`config.mk`:
```
export PLATFORM = sky130hd
export DESIGN_NAME = framebuffer_filler
export DESIGN_NICKNAME = d
export VERILOG_FILES = /design/src/rtl/framebuffer_filler_pkg.sv /design/src/rtl/framebuffer_filler.sv
export SDC_FILE = /design/constraint.sdc
export NUM_CORES = 1
export LEC_CHECK = 0
export CORE_ASPECT_RATIO = 0.75
export CORE_MARGIN = 8
export CORE_UTILIZATION = 45
export DETAILED_ROUTE_END_ITERATION = 16
export HOLD_SLACK_MARGIN = 0.12
export PLACE_DENSITY = 0.7
export SLEW_MARGIN = 40
export SYNTH_ARGS = -nofsm -noshare
export SYNTH_HDL_FRONTEND = slang
export SYNTH_SLANG_ARGS = --single-unit
```
`constraint.sdc`:
```
create_clock -name aClock -period 3.2 [get_ports aClock]
set_input_delay 0.64 -clock aClock [delete_from_list [all_inputs] [get_ports aClock]]
set_output_delay 0.64 -clock aClock [all_outputs]
set_load 0.02 [all_outputs]
```
`src/rtl/framebuffer_filler_pkg.sv`:
```
// Shared definitions for the framebuffer rectangle filler: controller states,
// default framebuffer geometry and the row-offset helper used at command latch.
package IllusionPkg;

   typedef enum logic [1:0] {
      ST_IDLE = 2'd0,
      ST_FILL = 2'd1,
      ST_DONE = 2'd2
   } fill_state_e;

   localparam int unsigned FB_WIDTH  = 320;
   localparam int unsigned FB_HEIGHT = 240;

   // y*w as a shift-and-add over the 8 row bits; w is a constant, so this
   // reduces to a fixed adder tree rather than a general multiplier.
   function automatic logic [31:0] row_offset(input logic [7:0] y, input int unsigned w);
      logic [31:0] acc;
      acc = '0;
      for (int i = 0; i < 8; i++) begin
         if (y[i]) acc = acc + (32'(w) << i);
      end
      return acc;
   endfunction

endpackage

```
`src/rtl/framebuffer_filler.sv`:
```
// Rectangle filler for the back buffer: latches a command, streams one pixel
// write per cycle in raster order, and handshakes end-of-frame with the display.
//
// state   | meaning
// --------+-----------------------------------------------------------
// ST_IDLE | ready for a command; aEndFrame alone moves to ST_DONE
// ST_FILL | one pixel write per cycle, x fastest then y
// ST_DONE | back buffer complete, waiting for aFrameFlipped
module framebuffer_filler
   import IllusionPkg::*;
#(
   parameter int unsigned WIDTH  = FB_WIDTH,
   parameter int unsigned HEIGHT = FB_HEIGHT
) (
   input  logic        aClock,
   input  logic        aReset,
   input  logic        aStart,
   input  logic [8:0]  aX0,
   input  logic [8:0]  aX1,
   input  logic [7:0]  aY0,
   input  logic [7:0]  aY1,
   input  logic [2:0]  aColor,
   input  logic        aEndFrame,
   input  logic        aFrameFlipped,
   output logic        anOutReady,
   output logic [31:0] anOutPixelAddr,
   output logic [2:0]  anOutPixelData,
   output logic        anOutPixelWrite,
   output logic        anOutFrameDone
);

   localparam logic [8:0] X_LIM = 9'(WIDTH - 1);
   localparam logic [7:0] Y_LIM = 8'(HEIGHT - 1);

   fill_state_e state_q, state_d;
   logic [8:0]  x_q, x_d;
   logic [7:0]  y_q, y_d;
   logic [8:0]  min_x_q, min_x_d;
   logic [8:0]  max_x_q, max_x_d;
   logic [7:0]  max_y_q, max_y_d;
   logic [31:0] row_base_q, row_base_d;
   logic [2:0]  color_q, color_d;
   logic        end_pend_q, end_pend_d;

   logic [8:0]  lo_x, hi_x, cl_lo_x, cl_hi_x;
   logic [7:0]  lo_y, hi_y, cl_lo_y, cl_hi_y;

   // Order first, then clamp, so an out-of-range bound collapses onto the edge.
   always_comb begin
      lo_x    = (aX0 > aX1) ? aX1 : aX0;
      hi_x    = (aX0 > aX1) ? aX0 : aX1;
      lo_y    = (aY0 > aY1) ? aY1 : aY0;
      hi_y    = (aY0 > aY1) ? aY0 : aY1;
      cl_lo_x = (lo_x > X_LIM) ? X_LIM : lo_x;
      cl_hi_x = (hi_x > X_LIM) ? X_LIM : hi_x;
      cl_lo_y = (lo_y > Y_LIM) ? Y_LIM : lo_y;
      cl_hi_y = (hi_y > Y_LIM) ? Y_LIM : hi_y;
   end

   always_comb begin
      state_d    = state_q;
      x_d        = x_q;
      y_d        = y_q;
      min_x_d    = min_x_q;
      max_x_d    = max_x_q;
      max_y_d    = max_y_q;
      row_base_d = row_base_q;
      color_d    = color_q;
      end_pend_d = end_pend_q;

      case (state_q)
         ST_IDLE: begin
            if (aStart) begin
               state_d    = ST_FILL;
               min_x_d    = cl_lo_x;
               max_x_d    = cl_hi_x;
               max_y_d    = cl_hi_y;
               x_d        = cl_lo_x;
               y_d        = cl_lo_y;
               row_base_d = row_offset(cl_lo_y, WIDTH);
               color_d    = aColor;
               end_pend_d = aEndFrame;
            end else if (aEndFrame) begin
               state_d = ST_DONE;
            end
         end
         ST_FILL: begin
            if (aEndFrame) end_pend_d = 1'b1;
            if (x_q == max_x_q) begin
               if (y_q == max_y_q) begin
                  state_d    = (end_pend_q || aEndFrame) ? ST_DONE : ST_IDLE;
                  end_pend_d = 1'b0;
               end else begin
                  x_d        = min_x_q;
                  y_d        = y_q + 8'd1;
                  row_base_d = row_base_q + 32'(WIDTH);
               end
            end else begin
               x_d = x_q + 9'd1;
            end
         end
         ST_DONE: begin
            if (aFrameFlipped) state_d = ST_IDLE;
         end
         default: state_d = ST_IDLE;
      endcase
   end

   always_ff @(posedge aClock or negedge aReset) begin
      if (!aReset) begin
         state_q    <= ST_IDLE;
         x_q        <= '0;
         y_q        <= '0;
         min_x_q    <= '0;
         max_x_q    <= '0;
         max_y_q    <= '0;
         row_base_q <= '0;
         color_q    <= '0;
         end_pend_q <= 1'b0;
      end else begin
         state_q    <= state_d;
         x_q        <= x_d;
         y_q        <= y_d;
         min_x_q    <= min_x_d;
         max_x_q    <= max_x_d;
         max_y_q    <= max_y_d;
         row_base_q <= row_base_d;
         color_q    <= color_d;
         end_pend_q <= end_pend_d;
      end
   end

   assign anOutReady      = (state_q == ST_IDLE);
   assign anOutPixelWrite = (state_q == ST_FILL);
   assign anOutFrameDone  = (state_q == ST_DONE);
   assign anOutPixelAddr  = row_base_q + 32'(x_q);
   assign anOutPixelData  = color_q;

endmodule

```
==> results of run 1 <==
registers in the layout, indices dropped and copies added (netlist names):
signal          flops
row_base_q         26
max_x_q             9
end_pend_q          1
x_q                 9
state_q             2
y_q                 8
max_y_q             8
anOutPixelData      3
min_x_q             9
placed cells by master, fill, tap and decap left out, drive strengths merged, types with 12 or more instances in the layout:
cell type and count:
ha 30, nand2 86, dlygate4sd2 17, inv 30
buf 209, dfrtp 75, clkbuf 12, and3 14
nor3 12, nand3 24, a21oi 57, o21ai 52
xnor2 39, clkdlybuf4s50 41, nor2 83, xor2 32
layer usage:
metal / vias to the layer above / track usage (%)
met5: - / 0
met3: 48 / 4.23
li1: 2999 / -
met2: 307 / 41.3
met4: 0 / 9.89
met1: 3051 / 29.2
stage by stage:
step                setup slack [ns]  cells  cell area (sq um)  hold slack [ns]  utilization (%)
floorplan                      -2.21    715               6020            0.344                -
global placement               -2.58   1063               7880            0.457             61.4
detailed placement             -2.80   1063               7880            0.467             61.4
CTS                            -1.91   1154               8990            0.349             70.1
global route                   -2.11   1132               9030            0.374             70.4
finish                         -2.00   1132               9030            0.324             70.4
power breakdown:
group | total (mW) | internal, mW | switching (mW)
logic | 4.42 | 2.08 | 2.34
registers | 1.68 | 1.32 | 0.367
clock network | 1.08 | 0.697 | 0.383
total | 7.18 | 4.09 | 3.09
kinds of logic (layout without fill, tap and decap cells):
group	Yosys count	in the layout	share of synthesized area, %
and+or+nand+nor	265	265	21.6
AOI/OAI and AO/OA	185	185	21.1
DFF	75	75	32.1
buffers and inverters	74	320	5.35
xor gates and xnor gates	71	71	10.8
adders and majority gates	30	30	6.42
muxes	15	15	2.67
final timing paths:
check	startpoint	endpoint	slack, ns	cells past startpoint
worst max-delay path	aY1[5]	row_base_q[14]$_DFFE_PN0P_	-2.00	27
worst min-delay path	aReset	x_q[0]$_DFFE_PN0P_	0.32	1
worst max register to register	x_q[7]$_DFFE_PN0P_	row_base_q[31]$_DFFE_PN0P_	0.47	11
worst min register to register	min_x_q[8]$_DFFE_PN0P_	min_x_q[8]$_DFFE_PN0P_	0.48	2
max in group asynchronous	aReset	row_base_q[13]$_DFFE_PN0P_	2.18	2
min in group aClock	min_x_q[8]$_DFFE_PN0P_	min_x_q[8]$_DFFE_PN0P_	0.48	2
critical path: stages:
cell,delay [ns]
sky130_fd_sc_hd__buf_8,0.10
sky130_fd_sc_hd__inv_6,0.05
sky130_fd_sc_hd__ha_4,0.20
sky130_fd_sc_hd__a211oi_2,0.23
sky130_fd_sc_hd__nor2_2,0.09
sky130_fd_sc_hd__o31a_4,0.37
sky130_fd_sc_hd__nand2_4,0.10
sky130_fd_sc_hd__mux2i_4,0.30
sky130_fd_sc_hd__nand2_2,0.12
sky130_fd_sc_hd__ha_4,0.25
sky130_fd_sc_hd__mux2_4,0.28
sky130_fd_sc_hd__ha_4,0.17
sky130_fd_sc_hd__inv_4,0.06
sky130_fd_sc_hd__ha_4,0.21
sky130_fd_sc_hd__mux2i_4,0.17
sky130_fd_sc_hd__ha_4,0.22
sky130_fd_sc_hd__nand2b_4,0.14
sky130_fd_sc_hd__o21a_4,0.13
sky130_fd_sc_hd__ha_4,0.16
sky130_fd_sc_hd__inv_2,0.06
sky130_fd_sc_hd__nand2_2,0.06
sky130_fd_sc_hd__xnor2_2,0.26
sky130_fd_sc_hd__ha_4,0.24
sky130_fd_sc_hd__mux2_4,0.29
sky130_fd_sc_hd__ha_4,0.24
sky130_fd_sc_hd__a21oi_2,0.13
sky130_fd_sc_hd__o221ai_2,0.10
cell type report:
type	count	area share, %
multi-input combinational	566	46.9
clock buffer	10	2.65
sequential	75	20.8
tap	171	2.37
clock inverter	5	0.859
inverter	31	1.37
timing repair buffer	274	25.0
what timing repair did:
action | CTS | global route
hold buffers | 0 | 0
pin swaps | 38 | 39
endpoints found under the setup margin | 29 | 37
resized for setup | 142 | 60
buffers inserted | 81 | 23
gates cloned | 0 | 0
==> impl_metrics.xml, run 1 <==
<?xml version="1.0" encoding="UTF-8"?>
<metrics>
  <group name="run_status">
    <metric name="result_of_the_run" unit="">finished, violations left</metric>
    <metric name="failed_checks" unit="">setup timing</metric>
  </group>
  <group name="worst_setup_path">
    <metric name="critical_path_required" unit="ns">3.41</metric>
    <metric name="worst_setup_path_end_kind" unit="">flip-flop</metric>
    <metric name="timing.critical_path.fanout_max" unit="">5</metric>
    <metric name="worstSetupStartpointType" unit="">input pin</metric>
    <metric name="worstSetupPathType" unit="">in2reg</metric>
    <metric name="crit_arrival" unit="ns">5.40</metric>
  </group>
  <group name="synthesis">
    <metric name="synth.top_cells.by_area" unit="">sky130_fd_sc_hd__dfrtp_1, sky130_fd_sc_hd__ha_1, sky130_fd_sc_hd__xnor2_1</metric>
    <metric name="ys_async_sr_fraction" unit="%">100</metric>
    <metric name="yosys-top-cells-count" unit="">sky130_fd_sc_hd__nand2_1, sky130_fd_sc_hd__nor2_1, sky130_fd_sc_hd__dfrtp_1</metric>
    <metric name="synth_sequential_area_ratio" unit="%">32.1</metric>
    <metric name="yosys.cell_types.count" unit="">73</metric>
    <metric name="yosysMostFrequentCell" unit="">sky130_fd_sc_hd__nand2_1</metric>
    <metric name="postSynthNetCount" unit="">787</metric>
    <metric name="ys.flop_type" unit="">sky130_fd_sc_hd__dfrtp_1</metric>
    <metric name="synth.cell_area" unit="sq um">5850</metric>
    <metric name="synth-seq-cells" unit="">75</metric>
    <metric name="synthesis.area_per_instance" unit="sq um">8.18</metric>
    <metric name="synth_enable_flop_cells" unit="">0</metric>
    <metric name="yosysTopAreaCell" unit="">sky130_fd_sc_hd__dfrtp_1</metric>
    <metric name="yosys_warnings" unit="">0</metric>
    <metric name="post_syn_instances" unit="">715</metric>
    <metric name="post-synth-top-area-fraction" unit="%">32.1</metric>
  </group>
  <group name="global_routing">
    <metric name="grt_antenna_before_repair" unit="">0</metric>
    <metric name="globalRoute.totalOverflow" unit="">0</metric>
    <metric name="grt_max_degree" unit="">50</metric>
    <metric name="grt.total_usage" unit="%">23.9</metric>
    <metric name="grt_pass1_vias" unit="">6606</metric>
    <metric name="grt_first_pass_wirelength" unit="um">33100</metric>
  </group>
  <group name="floorplanning">
    <metric name="coreArea" unit="sq um">12800</metric>
    <metric name="chipHeight" unit="um">115</metric>
    <metric name="area_of_the_die" unit="sq um">16900</metric>
    <metric name="num_rows" unit="">36</metric>
    <metric name="initial_utilization" unit="%">45.6</metric>
    <metric name="floorplan.io_pins" unit="">80</metric>
    <metric name="die_span_in_x" unit="um">148</metric>
  </group>
  <group name="timing">
    <metric name="finalSetupViolations" unit="">7</metric>
    <metric name="relative_slew_slack" unit="%">52.9</metric>
    <metric name="post-route-worst-setup-slack" unit="ns">-2.00</metric>
    <metric name="finalHoldViolCount" unit="">0</metric>
    <metric name="post-route-min-period" unit="ns">5.20</metric>
    <metric name="clock_skew" unit="ns">0.0102</metric>
    <metric name="maxClockFrequency" unit="MHz">192</metric>
    <metric name="final_max_slew_viol_count" unit="">0</metric>
    <metric name="final.period_utilization" unit="%">162</metric>
    <metric name="max_slew.worst_pin.slew" unit="ns">0.707</metric>
    <metric name="rsz_0062_raised_after_global_routing" unit="">true</metric>
    <metric name="fin_setup_tns" unit="ns">-10.45</metric>
  </group>
  <group name="clock_network">
    <metric name="clock_latency" unit="ns">0.33</metric>
    <metric name="clock_tree.buffer_depth" unit="">2</metric>
    <metric name="cts_inserted_buffers" unit="">9</metric>
    <metric name="cts_num_sinks" unit="">75</metric>
    <metric name="clock_pin_transition_on_the_worst_setup_and_hold_timing_paths" unit="ns">0.06</metric>
    <metric name="htree_levels" unit="">3</metric>
    <metric name="root_buf_cell" unit="">sky130_fd_sc_hd__clkbuf_16</metric>
    <metric name="cts_tree" unit="">yes</metric>
  </group>
  <group name="final_layout">
    <metric name="diodes_inserted" unit="">0</metric>
    <metric name="area_of_combinational_cells_with_multiple_inputs" unit="sq um">4240</metric>
    <metric name="layout-area-overhead-vs-synth" unit="%">54.4</metric>
    <metric name="fill_cells" unit="">943</metric>
    <metric name="final_layout_size_suffix_gt1_share" unit="%">34.3</metric>
    <metric name="sequential_cell_area" unit="sq um">1880</metric>
    <metric name="finish.net_count" unit="">1029</metric>
  </group>
  <group name="placement">
    <metric name="gp_routability_congestion" unit="">0.873</metric>
    <metric name="detailed_place_hpwl" unit="um">13300</metric>
    <metric name="port_buffers" unit="">79</metric>
  </group>
  <group name="min_path">
    <metric name="worstHoldPathType" unit="">in2async</metric>
  </group>
  <group name="routing">
    <metric name="initialDrtViolationCount" unit="">380</metric>
    <metric name="met2WireLength" unit="um">10100</metric>
    <metric name="wl_met3" unit="um">1410</metric>
    <metric name="topRoutingLayerUsed" unit="">met4</metric>
    <metric name="total_drc_errors_in_the_routed_layout" unit="">0</metric>
    <metric name="finalWirelength" unit="um">20400</metric>
    <metric name="detail-route-antenna-nets" unit="">0</metric>
    <metric name="drtPass1Iterations" unit="">5</metric>
    <metric name="wl_per_cell" unit="um">18.0</metric>
    <metric name="met1_length" unit="um">8290</metric>
    <metric name="vias" unit="">6405</metric>
    <metric name="route.detailed.vias_per_inst" unit="">5.66</metric>
  </group>
  <group name="power_and_ir_drop">
    <metric name="leakage" unit="nW">4.08</metric>
    <metric name="power.density" unit="nW/um^2">795</metric>
    <metric name="overall_power_after_layout" unit="mW">7.18</metric>
    <metric name="power.ir.vdd_worst" unit="uV">573</metric>
  </group>
  <group name="job">
    <metric name="max_cap_violations" unit="">0</metric>
  </group>
</metrics>
Note: power is estimated with default switching activity, not from simulation.
==> run 2: changes to the inputs <==
--- a/config.mk
+++ b/config.mk
@@ -7,10 +7,10 @@
 export LEC_CHECK = 0
 export CORE_ASPECT_RATIO = 0.75
 export CORE_MARGIN = 8
-export CORE_UTILIZATION = 45
+export CORE_UTILIZATION = 50
 export DETAILED_ROUTE_END_ITERATION = 16
 export HOLD_SLACK_MARGIN = 0.12
-export PLACE_DENSITY = 0.7
+export PLACE_DENSITY = 0.76
 export SLEW_MARGIN = 40
 export SYNTH_ARGS = -nofsm -noshare
 export SYNTH_HDL_FRONTEND = slang
==> impl_metrics.xml, run 2 (synthesized netlist as in run 1, its figures left out) <==
<?xml version="1.0" encoding="UTF-8"?>
<metrics>
  <group name="routing">
    <metric name="wl_per_cell" unit="um">17.6</metric>
    <metric name="total_drc_errors_in_the_routed_layout" unit="">0</metric>
    <metric name="vias" unit="">6127</metric>
    <metric name="drtPass1Iterations" unit="">5</metric>
    <metric name="finalWirelength" unit="um">18900</metric>
    <metric name="route.detailed.vias_per_inst" unit="">5.72</metric>
    <metric name="initialDrtViolationCount" unit="">537</metric>
    <metric name="detail-route-antenna-nets" unit="">0</metric>
  </group>
  <group name="final_layout">
    <metric name="diodes_inserted" unit="">0</metric>
    <metric name="finish.net_count" unit="">994</metric>
    <metric name="mostFrequentLayoutCell" unit="">sky130_fd_sc_hd__buf_4</metric>
    <metric name="final_layout_size_suffix_gt1_share" unit="%">32.4</metric>
    <metric name="register_with_the_most_flip_flops" unit="">row_base_q</metric>
    <metric name="largest_register_ff_count" unit="">26</metric>
    <metric name="mostFrequentLayoutCells" unit="">sky130_fd_sc_hd__buf_4, sky130_fd_sc_hd__nand2_1, sky130_fd_sc_hd__nor2_1, sky130_fd_sc_hd__dfrtp_1, sky130_fd_sc_hd__a21oi_1</metric>
    <metric name="finish.utilization" unit="%">75.4</metric>
    <metric name="fin_area" unit="sq um">8660</metric>
    <metric name="layout-area-overhead-vs-synth" unit="%">48.1</metric>
  </group>
  <group name="worst_setup_path">
    <metric name="worst_path_max_delay_cell" unit="">sky130_fd_sc_hd__o31a_4</metric>
    <metric name="crit_path_start" unit="">aY1[5]</metric>
    <metric name="cp_slowest_stage_delay" unit="ns">0.32</metric>
    <metric name="crit_arrival" unit="ns">5.19</metric>
    <metric name="timing.critical_path.fanout_max" unit="">7</metric>
    <metric name="worstSetupPathType" unit="">in2reg</metric>
    <metric name="worst_setup_path_end_kind" unit="">flip-flop</metric>
    <metric name="worstSetupStartpointType" unit="">input pin</metric>
    <metric name="crit_path_frequent_cell" unit="">sky130_fd_sc_hd__ha_4</metric>
    <metric name="regToRegStartpoint" unit="">x_q[7]$_DFFE_PN0P_</metric>
    <metric name="internal_reg_to_reg_setup_slack" unit="ns">0.36</metric>
    <metric name="critical_path_required" unit="ns">3.41</metric>
    <metric name="reg2regPathDepth" unit="">12</metric>
    <metric name="critical_path.reg2reg.endpoint" unit="">row_base_q[17]$_DFFE_PN0P_</metric>
    <metric name="cp-endpoint" unit="">row_base_q[15]$_DFFE_PN0P_</metric>
  </group>
  <group name="placement">
    <metric name="placed_area" unit="sq um">7740</metric>
    <metric name="gp_routability_congestion" unit="">0.924</metric>
    <metric name="port_buffers" unit="">79</metric>
    <metric name="detailed_place_hpwl" unit="um">13000</metric>
  </group>
  <group name="timing">
    <metric name="relative_slew_slack" unit="%">54.2</metric>
    <metric name="post-route-worst-setup-slack" unit="ns">-1.77</metric>
    <metric name="finalHoldViolCount" unit="">0</metric>
    <metric name="maxClockFrequency" unit="MHz">201</metric>
    <metric name="hold_slack" unit="ns">0.406</metric>
    <metric name="rsz_0062_raised_after_global_routing" unit="">true</metric>
    <metric name="final_max_slew_viol_count" unit="">0</metric>
    <metric name="finalSetupViolations" unit="">7</metric>
    <metric name="final.period_utilization" unit="%">155</metric>
    <metric name="clock_skew" unit="ns">0.00616</metric>
    <metric name="post-route-min-period" unit="ns">4.97</metric>
    <metric name="max_slew.worst_pin.slew" unit="ns">0.687</metric>
  </group>
  <group name="floorplanning">
    <metric name="floorplan.io_pins" unit="">80</metric>
    <metric name="area_of_the_die" unit="sq um">15400</metric>
    <metric name="num_rows" unit="">34</metric>
    <metric name="die_span_in_x" unit="um">141</metric>
    <metric name="coreArea" unit="sq um">11500</metric>
    <metric name="initial_utilization" unit="%">50.9</metric>
    <metric name="chipHeight" unit="um">110</metric>
  </group>
  <group name="global_routing">
    <metric name="globalRoute.totalOverflow" unit="">0</metric>
    <metric name="grt_max_degree" unit="">76</metric>
    <metric name="grt_antenna_before_repair" unit="">0</metric>
    <metric name="grt_pass1_vias" unit="">6291</metric>
    <metric name="grt.total_usage" unit="%">24.0</metric>
    <metric name="grt_first_pass_wirelength" unit="um">30100</metric>
  </group>
  <group name="power_and_ir_drop">
    <metric name="leakage" unit="nW">3.85</metric>
    <metric name="power.density" unit="nW/um^2">820</metric>
    <metric name="total_switching_power" unit="mW">3.07</metric>
    <metric name="power_report.internal_total" unit="mW">4.03</metric>
    <metric name="power.ir.vdd_worst" unit="uV">460</metric>
    <metric name="overall_power_after_layout" unit="mW">7.10</metric>
    <metric name="p_comb_share" unit="%">62.4</metric>
    <metric name="p_sw_share" unit="%">43.2</metric>
    <metric name="clock_power_share" unit="%">14.0</metric>
    <metric name="seq_power_share" unit="%">23.7</metric>
  </group>
  <group name="job">
    <metric name="max_cap_violations" unit="">0</metric>
  </group>
  <group name="clock_network">
    <metric name="clock_latency" unit="ns">0.34</metric>
    <metric name="cts_num_sinks" unit="">75</metric>
    <metric name="cts_tree" unit="">yes</metric>
    <metric name="clock_tree.buffer_depth" unit="">2</metric>
    <metric name="clock_pin_transition_on_the_worst_setup_and_hold_timing_paths" unit="ns">0.06</metric>
    <metric name="root_buf_cell" unit="">sky130_fd_sc_hd__clkbuf_16</metric>
    <metric name="htree_levels" unit="">3</metric>
    <metric name="cts_inserted_buffers" unit="">9</metric>
    <metric name="cts.hold.buffers_added" unit="">0</metric>
  </group>
  <group name="min_path">
    <metric name="worstHoldPathType" unit="">in2async</metric>
  </group>
  <group name="run_status">
    <metric name="failed_checks" unit="">setup timing</metric>
    <metric name="result_of_the_run" unit="">finished, violations left</metric>
  </group>
</metrics>
==> run 2: cell count changes in the layout (fill, tap and decap cells not counted), moves of 8 or more <==
cell,change
sky130_fd_sc_hd__buf_6,-9
sky130_fd_sc_hd__dlygate4sd2_1,-8
sky130_fd_sc_hd__buf_4,-26
sky130_fd_sc_hd__clkbuf_2,+9
==> run 2: worst min-delay path by stage <==
stage | startpoint | end | slack [ns] | cells after the start
after global placement | anOutPixelData[2]$_DFFE_PN0P_ | anOutPixelData[2]$_DFFE_PN0P_ | 0.46 | 2
after detailed placement | min_x_q[8]$_DFFE_PN0P_ | min_x_q[8]$_DFFE_PN0P_ | 0.47 | 2
final | aReset | max_x_q[0]$_DFFE_PN0P_ | 0.41 | 2
after global routing | aReset | min_x_q[0]$_DFFE_PN0P_ | 0.48 | 2
after CTS | aReset | max_x_q[0]$_DFFE_PN0P_ | 0.44 | 2
after floorplan | aReset | anOutPixelData[0]$_DFFE_PN0P_ | 0.34 | 0
==> run 2: area by class of cell <==
type | instances | area, sq um
Multi-Input combinational cell | 566 | 4240
Inverter | 31 | 126
Tap cell | 144 | 180
Fill cell | 753 | 2830
Timing Repair Buffer | 239 | 1940
Clock inverter | 7 | 68.8
Sequential cell | 75 | 1880
Clock buffer | 9 | 225
==> run 2: what timing repair did <==
action,in CTS,in global routing
buffers inserted,30,17
pin swaps,32,42
gates resized for setup,144,72
endpoints found under the setup margin,29,34
==> run 2: stage by stage <==
stage                     setup WS, ns  instances  setup TNS, ns
after detailed placement         -2.78       1023         -20.74
after global routing             -1.88       1071         -10.26
after floorplan                  -2.21        715         -11.15
after global placement           -2.59       1023         -17.45
after CTS                        -1.80       1069         -10.78
final                            -1.77       1071          -9.37
==> run 2: power by group through the flow <==
stage / clock network, mW / logic, mW / registers, mW
final: 0.991 / 4.43 / 1.68
after global routing: 1.04 / 4.78 / 1.72
after CTS: 1.00 / 4.18 / 1.67
after detailed placement: 0 / 3.68 / 1.68
after global placement: 0 / 3.55 / 1.65
after floorplan: 0 / 2.40 / 1.60
==> run 2: metal layers <==
metal  vias to the layer above  share of wire (%)  track usage (%)
met3                        45                5.8             3.43
met2                       235                 50             43.2
li1                       2911                  -                -
met4                         0                2.5             9.02
met1                      2936                 42             29.1
met5                         -                  0                0
==> run 2: critical path: cells and delay by family <==
kind | cells | cell delay (ns)
adders and majority gates | 8 | 1.62
buffers and inverters | 4 | 0.25
muxes | 4 | 1.03
and+or+nand+nor | 6 | 0.57
xor gates and xnor gates | 2 | 0.32
AOI/OAI and AO/OA | 4 | 0.76
